===== src/rtl/bin_to_gray.sv =====
// Binary-to-Gray encoder with Gray-to-binary decoder.
// Optional registered Gray copy with valid flag for CDC launch.
module bin_to_gray #(
    parameter int WIDTH = 8
) (
    input  logic             clk_i,
    input  logic             rst_i,
    input  logic [WIDTH-1:0] bin_i,
    output logic [WIDTH-1:0] gray_o,
    input  logic             en_i,
    output logic [WIDTH-1:0] gray_q_o,
    output logic             valid_o,
    input  logic [WIDTH-1:0] gray_i,
    output logic [WIDTH-1:0] bin_o
);

    logic [WIDTH-1:0] gray_reg_d;
    logic [WIDTH-1:0] gray_reg_q;
    logic             valid_d;
    logic             valid_q;
    logic [WIDTH-1:0] bin_dec;

    // Zero-latency encode: each bit depends only on its own and next-higher input bit
    assign gray_o = bin_i ^ (bin_i >> 1);

    // Decode as a running XOR from the MSB downwards
    always_comb begin
        bin_dec            = '0;
        bin_dec[WIDTH-1]   = gray_i[WIDTH-1];
        for (int k = WIDTH - 2; k >= 0; k--) begin
            bin_dec[k] = bin_dec[k+1] ^ gray_i[k];
        end
    end

    assign bin_o = bin_dec;

    // Next state of the launch register: capture on enable, otherwise hold
    always_comb begin
        gray_reg_d = gray_reg_q;
        valid_d    = 1'b0;
        if (en_i) begin
            gray_reg_d = gray_o;
            valid_d    = 1'b1;
        end
    end

    // Launch flops; reset wins over enable
    always_ff @(posedge clk_i) begin
        if (rst_i) begin
            gray_reg_q <= '0;
            valid_q    <= 1'b0;
        end else begin
            gray_reg_q <= gray_reg_d;
            valid_q    <= valid_d;
        end
    end

    // Outputs come straight from flops so the CDC path sees no glitches
    assign gray_q_o = gray_reg_q;
    assign valid_o  = valid_q;

endmodule


===== config.mk =====
export PLATFORM = sky130hd
export DESIGN_NAME = bin_to_gray
export DESIGN_NICKNAME = d
export VERILOG_FILES = /design/src/rtl/bin_to_gray.sv
export SDC_FILE = /design/constraint.sdc
export NUM_CORES = 1
export LEC_CHECK = 0
export ABC_CLOCK_PERIOD_IN_PS = 1230
export CAP_MARGIN = 40
export CORE_MARGIN = 2
export CORE_UTILIZATION = 30
export DETAILED_ROUTE_END_ITERATION = 16
export PLACE_DENSITY = 0.78
export SYNTH_ARGS = -nofsm -noshare
export SYNTH_HDL_FRONTEND = slang
export SYNTH_SLANG_ARGS = --single-unit
export TNS_END_PERCENT = 50

===== constraint.sdc =====
create_clock -name clk_i -period 1.23 [get_ports clk_i]
set_input_delay 0.123 -clock clk_i [delete_from_list [all_inputs] [get_ports clk_i]]
set_output_delay 0.123 -clock clk_i [all_outputs]
set_load 0.1 [all_outputs]

==> results of run 1 <==
## logic make-up after synthesis
kind of cell	count (synthesis)
xor gates and xnor gates	17
buffers and inverters	6
DFF	9
muxes	8
and+or+nand+nor	9
## stage by stage
stage / area, um2 / hold WS [ns] / worst slack, ns
after global placement: 1570 / 0.499 / -0.651
after floorplan: 731 / 0.271 / -0.339
==> summary.md, run 1 <==
| Metric | Value |
|---|---|
| Syn avg cell area | `10.2 um2` |
| Post-Synthesis Net Count | `68` |
| Port Buf Inserts | `43` |
| Netlist cell types | `12` |
| Status | `stopped before the end` |
| Most frequent cells after synthesis | `xor2_1 (10), dfxtp_1 (9), mux2i_1 (8), nor2_1 (8), xnor2_1 (5)` |
| Fraction of the mapped netlist area in compound gates | `0%` |
| Biggest area consumer among synthesized cells | `dfxtp_1` |
| Share of flip-flops with an asynchronous set or reset after synthesis | `0%` |
| Die extent in x | `44.7 um` |
| First error message | `[ERROR DPL-0038] Utilization greater than 100%, impossible to legalize` |
| Flip-flop and latch count after synthesis | `9` |
| Final weighted congestion in routability-driven placement | `0.609` |
| Gate count after technology mapping | `49` |
| Post-synthesis share of cell area spent on and, or, nand and nor gates | `7.29%` |
| Synth Cell Area | `498 um2` |
| Largest cells by area after synthesis | `dfxtp_1 (36%), xor2_1 (18%), mux2i_1 (16%), xnor2_1 (8.8%), nor2_1 (6.0%)` |
| Ys Warns | `0` |
| Xor-xnor portion of the synthesized cell area | `34.4%` |
| Stopping stage | `3_5_place_dp` |
| Initial Util | `32.7%` |
| Number of synthesized flops with an enable pin | `0` |
| Fraction of synthesized area in multiplexers | `16.1%` |
| Portion of synthesized cell area occupied by the leading cell type | `36.2%` |
| Main synth FF type | `dfxtp_1` |
| Most frequently used cell type in the post-synthesis netlist | `xor2_1` |
| Largest family of logic cells by synthesized area | `XOR/XNOR gates` |
| Synth Area in Adders | `0%` |
| Number of placement rows | `14` |
| Top-level port count | `44` |
| Die span in y | `44.7 um` |
| Share of synthesized area occupied by flip-flops and latches | `36.2%` |
==> inputs of run 2 (changes only) <==
- CORE_AREA: not set -> 2 2 63 65
- CORE_MARGIN: 2 -> not set
- CORE_UTILIZATION: 30 -> not set
- DIE_AREA: not set -> 0 0 65 67
- PLACE_DENSITY: 0.78 -> not set
- PLACE_DENSITY_LB_ADDON: not set -> 0.15
==> run 2 against run 1 <==
Against the previous run:
- the flow now finishes, with violations (setup timing)
- area after synthesis stayed put
- synthesized cell count is the same
==> summary.md, run 2 <==
| Metric | Value |
|---|---|
| Crit path setup slack, layout | `-0.210 ns` |
| Routed wire length per instance | `10.2 um` |
| Max cap viols | `0` |
| Num CTS Buffers | `3` |
| Post-layout power | `2.46 mW` |
| Max FFs per register | `8` |
| Power density over the cells | `1420 nW/um2` |
| Number of hold-slack violations in the final timing report | `0` |
| Data arrival time of the critical path | `1.32 ns` |
| Peak supply drop | `0.772 mV` |
| Ys Warns | `0` |
| Vias per inst | `3.44` |
| Final Non-Filler Cells | `162` |
| Count of buffering cells on the critical path with inverters included | `2` |
| Post-route DRC violation count | `0` |
| Endpoint class of the critical path | `output port` |
| Highest-count cells in the layout ignoring fill and taps | `buf_12 (27), buf_4 (17), mux2i_1 (8), nor2_1 (8)` |
| Top-level port count | `44` |
| Post-Synthesis Net Count | `68` |
| Status | `complete, but fails checks` |
| Ordered list of cells on the worst path | `buf_8, xnor2_4, xnor3_2, xnor2_4, buf_12` |
| Multi-input gate area | `528 um2` |
| Crit-path leading delay family | `XOR/XNOR gates` |
| Largest cells by area after synthesis | `dfxtp_1 (36%), xor2_1 (18%), mux2i_1 (16%), xnor2_1 (8.8%), nor2_1 (6.0%)` |
| Port Buf Inserts | `43` |
| Half-perimeter wire length after placement | `1380 um` |
| Clock tree buffer depth | `2` |
| Cell occurring most often along the worst timing path | `xnor2_4` |
| Biggest area consumer among synthesized cells | `dfxtp_1` |
| Fin crit share | `117%` |
| Synth Cell Area | `498 um2` |
| Number of buffers inserted by hold repair at cts | `0` |
| Master of the slowest instance on the critical path | `xnor3_2` |
| Number of antenna-violating nets in the routed design | `0` |
| Number of cells traversed by the worst register-to-register path | `2` |
| CTS Root Cell | `clkbuf_8` |
| Main synth FF type | `dfxtp_1` |
| DIE AREA | `4360 um2` |
| Source-to-sink clock delay at the later pin of the worst-skew pair | `0.23 ns` |
| Total placed instance area | `1620 um2` |
| Pin count of the biggest net entering global routing | `10` |
| Cell leakage power | `0.772 nW` |
| Fin area | `1730 um2` |
| Crit Reg-Reg Startpoint | `gray_q_o[6]` |
| Leading cell type in the layout, fill and taps excluded | `buf_12` |
| Placed Cells incl. Taps | `155` |
| Global-route wire length before repair | `2800 um` |
| Fraction of layout cells with a size suffix above 1 | `68.4%` |
| FF-to-FF setup slack | `0.60 ns` |
| Worst-margin pin slew | `0.356 ns` |
| Critical path required time | `1.11 ns` |
| Setup repair after global routing missed its margin | `true` |
| Routed vias | `557` |
| Worst-path clk slew | `0.05 ns` |
| Syn avg cell area | `10.2 um2` |
| Clock tree from TritonCTS | `yes` |
| Total Nets Final | `134` |
| Setup total negative slack | `-0.756 ns` |
| Kind of path behind the tightest hold check | `input pin to flip-flop` |
| Overall track demand over capacity in global routing | `8.60%` |
| Die extent in x | `65 um` |
| Iter 0 DRT Violations | `6` |
| Detailed Routing Iterations Pass 1 | `2` |
| Netlist cell types | `12` |
| Max-Slew Margin vs Limit | `76.2%` |
| Initial Util | `13.8%` |
| Final setup viols | `6` |
| Worst R2R End | `gray_q_o[6]` |
| Residual overflow from global routing | `0` |
| Type of the setup path with the least slack | `input pin to output port` |
| Area of the placeable core | `3610 um2` |
| Total Routed Length | `1650 um` |
| Layout filler cell count | `328` |
| Final weighted congestion in routability-driven placement | `0.590` |
| Most frequently used cell type in the post-synthesis netlist | `xor2_1` |
| Most frequent cells after synthesis | `xor2_1 (10), dfxtp_1 (9), mux2i_1 (8), nor2_1 (8), xnor2_1 (5)` |
| Critical Path Source Type | `input pin` |
| Share of synthesized area occupied by flip-flops and latches | `36.2%` |
| Antenna cells | `0` |
| Share of flip-flops with an asynchronous set or reset after synthesis | `0%` |
| Final core utilization | `48.0%` |
| Number of placement rows | `22` |
| Stages on worst setup path | `5` |
| # clock sinks | `9` |
| Die span in y | `67 um` |
| Area taken by flip-flops and latches | `188 um2` |
| Start point of the critical path | `gray_i[5]` |
| Number of synthesized flops with an enable pin | `0` |
| Via count of the first global-routing pass | `579` |
| Portion of synthesized cell area occupied by the leading cell type | `36.2%` |
| Slowest cell delay on critical path | `0.51 ns` |
| Gate count after technology mapping | `49` |
| Final worst clock skew | `0 ns` |
| Violated checks | `setup timing` |
| Area overhead of the layout relative to synthesis | `247%` |
| Highest net fanout along the worst path | `4` |
| Post-route minimum period | `1.44 ns` |
| Final-report max-slew violation count | `0` |
| Number of antenna violations at the first check in global routing | `0` |
| Maximum clock frequency | `694 MHz` |
| # H-tree levels | `1` |
| Worst setup endpoint | `bin_o[1]` |
| Flip-flop and latch count after synthesis | `9` |
==> run 2: cell counts after synthesis <==
No cell type changed its count.
==> run 2: area by class of cell <==
cell class / count / share of cell area [%]
multi-input combinational: 34 / 30.5
sequential: 9 / 10.9
timing repair buffer: 65 / 51.9
tap: 48 / 3.47
inverter: 2 / 0.651
clock buffer: 4 / 2.60
==> run 2: per-layer routing <==
layer / track usage [%] / wire (um) / vias up
met5: 0 / 0 / -
met2: 14.8 / 844 / 31
li1: - / - / 274
met3: 3.72 / 187 / 0
met4: 0.798 / 0 / 0
met1: 10.2 / 621 / 252
==> run 2: power breakdown <==
group / internal, mW / switching (mW)
Sequential: 0.318 / 0.0216
Combinational: 0.703 / 1.07
Clock: 0.226 / 0.116
==> run 2: worst min-delay path by stage <==
stage | depth (start not counted) | start | endpoint | slack, ns
3_3_place_gp | 2 | gray_q_o[1] | gray_q_o[1] | 0.50
4_1_cts | 2 | gray_q_o[0] | gray_q_o[0] | 0.52
2_1_floorplan | 2 | bin_i[7] | gray_q_o[7] | 0.27
3_5_place_dp | 2 | gray_q_o[4] | gray_q_o[4] | 0.51
5_1_grt | 5 | bin_i[5] | gray_q_o[5] | 0.47
6_report | 5 | bin_i[1] | gray_q_o[1] | 0.43
==> run 2: worst register-to-register path, delay by kind of cell, from the launching register on <==
family	cells	cell delay (ns)
DFF	1	0.33
muxes	1	0.13
and+or+nand+nor	1	0.05
==> run 2: kinds of logic (layout without fill, tap and decap cells) <==
kind of cell	Yosys count	after routing	synth area share (%)
muxes	8	8	16.1
buffers and inverters	6	71	6.03
DFF	9	9	36.2
and+or+nand+nor	9	9	7.29
xor gates and xnor gates	17	17	34.4
==> run 2: stage by stage <==
step	setup WS, ns	hold slack (ns)
2_1_floorplan	-0.339	0.271
3_3_place_gp	-0.671	0.504
3_5_place_dp	-0.709	0.512
4_1_cts	-0.267	0.525
5_1_grt	-0.252	0.470
6_report	-0.210	0.433
==> run 2: what timing repair did <==
action / 4_1_cts / 5_1_grt
setup endpoints to repair: 14 / 11
gates resized for setup: 27 / 13
pin swaps: 7 / 6
cloned: 0 / 0
setup buffers: 2 / 1
Power figures use the tool's default switching activity.
==> inputs of run 3 (changes only) <==
- ABC_CLOCK_PERIOD_IN_PS: 1230 -> 1600
- clock period: 1.23 -> 1.6 ns (I/O delays scaled with it)
==> run 3 against run 2 <==
Against the previous run:
- utilization decreased by 8.0 points
- clock skew unchanged
- cell count decreased by 8.0%
- die area unchanged
- the flow now finishes without violations
- combinational power decreased by 29%
- cell area decreased by 17%
- register-to-register slack improved by 0.35 ns
- worst setup slack improved by 0.28 ns
- hold slack improved by 0.11 ns
- routed wire length decreased by 2.2%
==> summary.md, run 3 (synthesis results as in run 2) <==
| Metric | Value |
|---|---|
| Status | `finished, final reports clean` |
| DIE AREA | `4360 um2` |
| Number of hold-slack violations in the final timing report | `0` |
| Number of placement rows | `22` |
| Fin crit share | `95.4%` |
| Vias per inst | `3.38` |
| Max FFs per register | `8` |
| Fraction of layout cells with a size suffix above 1 | `54.5%` |
| Kind of path behind the tightest hold check | `flip-flop to flip-flop` |
| Worst-margin pin slew | `0.371 ns` |
| Peak supply drop | `0.515 mV` |
| Via count of the first global-routing pass | `536` |
| Clock tree buffer depth | `2` |
| Iter 0 DRT Violations | `10` |
| Endpoint class of the critical path | `output port` |
| Post-route DRC violation count | `0` |
| Total placed instance area | `1400 um2` |
| Data arrival time of the critical path | `1.37 ns` |
| Area of the placeable core | `3610 um2` |
| Critical path required time | `1.44 ns` |
| Area overhead of the layout relative to synthesis | `189%` |
| Max-Slew Margin vs Limit | `75.2%` |
| Total Nets Final | `121` |
| Clock tree from TritonCTS | `yes` |
| Half-perimeter wire length after placement | `1380 um` |
| Setup repair after global routing missed its margin | `false` |
| Number of cells traversed by the worst register-to-register path | `2` |
| Total Routed Length | `1620 um` |
| Leading cell type in the layout, fill and taps excluded | `buf_12` |
| Routed vias | `504` |
| CTS Root Cell | `clkbuf_8` |
| Type of the setup path with the least slack | `input pin to output port` |
| Final setup viols | `0` |
| Routed wire length per instance | `10.9 um` |
| Overall track demand over capacity in global routing | `7.69%` |
| Die span in y | `67 um` |
| Highest-count cells in the layout ignoring fill and taps | `buf_12 (25), clkdlybuf4s50_1 (11), dfxtp_1 (9), buf_4 (9)` |
| Hold path startpoint | `gray_q_o[7]` |
| Initial Util | `13.8%` |
| Top-level port count | `44` |
| Number of antenna violations at the first check in global routing | `0` |
| Final-report max-slew violation count | `0` |
| Start point of the critical path | `gray_i[4]` |
| Number of buffers inserted by hold repair at cts | `0` |
| Cell leakage power | `0.640 nW` |
| Global-route wire length before repair | `2460 um` |
| Num CTS Buffers | `3` |
| Power density over the cells | `1240 nW/um2` |
| Detailed Routing Iterations Pass 1 | `3` |
| Worst-path clk slew | `0.04 ns` |
| # clock sinks | `9` |
| Maximum clock frequency | `655 MHz` |
| Source-to-sink clock delay at the later pin of the worst-skew pair | `0.23 ns` |
| Final worst clock skew | `0 ns` |
| Final weighted congestion in routability-driven placement | `0.611` |
| Pin count of the biggest net entering global routing | `10` |
| Max cap viols | `0` |
| Crit Reg-Reg Startpoint | `gray_q_o[2]` |
| Min-Delay Path Depth | `2` |
| Critical Path Source Type | `input pin` |
| Port Buf Inserts | `43` |
| Post-route minimum period | `1.53 ns` |
| Die extent in x | `65 um` |
| Number of antenna-violating nets in the routed design | `0` |
| Residual overflow from global routing | `0` |
| Highest net fanout along the worst path | `4` |
| Fin area | `1440 um2` |
| # H-tree levels | `1` |
| Setup total negative slack | `0 ns` |
| Antenna cells | `0` |
-- run 3: cell count changes in the layout (fill, tap and decap cells not counted), moves of 6 or more --
cell     previous run  this run
dfxtp_1             3         9
dfxtp_2             6         0
buf_4              17         9
xor2_4              7         0
-- run 3: routing by layer --
metal  share of wire, %  up-vias  track usage, %  wire length, um
li1                   -      249               -                -
met1                 35      235            7.75              563
met2                 59       18            14.7              946
met3                5.8        2            2.20               93
met4               0.87        0            3.19               14
met5                  0        -               0                0
-- run 3: per-stage QoR --
stage / util (%) / std cells / worst slack [ns] / power (mW) / hold WS [ns]
after floorplan: - / 49 / -0.401 / 1.06 / 0.308
after global placement: 38.9 / 144 / -0.373 / 1.54 / 0.539
after detailed placement: 38.9 / 144 / -0.419 / 1.54 / 0.546
after CTS: 40.1 / 149 / 0.0407 / 1.81 / 0.552
after global routing: 39.9 / 149 / 0.00321 / 1.84 / 0.571
final: 39.9 / 149 / 0.0729 / 1.79 / 0.548
-- run 3: critical path, cell delays in order --
cell and delay [ns]:
buf_2 0.13, xnor2_4 0.15, xnor3_2 0.48, xnor2_2 0.24, buf_12 0.20
-- run 3: final cells by class --
cell class / instances / area [um2]
Tap cell: 48 / 60.1
Multi-Input combinational cell: 34 / 415
Timing Repair Buffer: 52 / 731
Clock inverter: 1 / 5.00
Sequential cell: 9 / 180
Clock buffer: 3 / 41.3
Fill cell: 370 / 2170
Inverter: 2 / 7.51
-- run 3: repair_timing --
action / CTS / global route
endpoints found under the setup margin: 4 / 1
resized for setup: 17 / 4
pin swaps: 7 / 3
endpoints found under the hold margin: 0 / 0
setup buffers: 1 / 0
cloned: 0 / 0
-- run 3: final timing paths --
check	slack (ns)	end
setup / recovery	0.07	bin_o[0]
hold / removal	0.55	gray_q_o[7]
setup reg to reg	0.95	gray_q_o[2]
hold reg to reg	0.55	gray_q_o[7]
-- run 3: power by group --
part,switching [mW],internal [mW],total [mW]
Sequential,0.0165,0.241,0.258
Clock,0.0926,0.170,0.263
Combinational,0.794,0.474,1.27
==> inputs of run 4 (changes only) <==
- CTS_CLUSTER_DIAMETER: not set -> 50
==> results of run 4 <==
Final layout, timing and power as in run 3 (identical DEF).
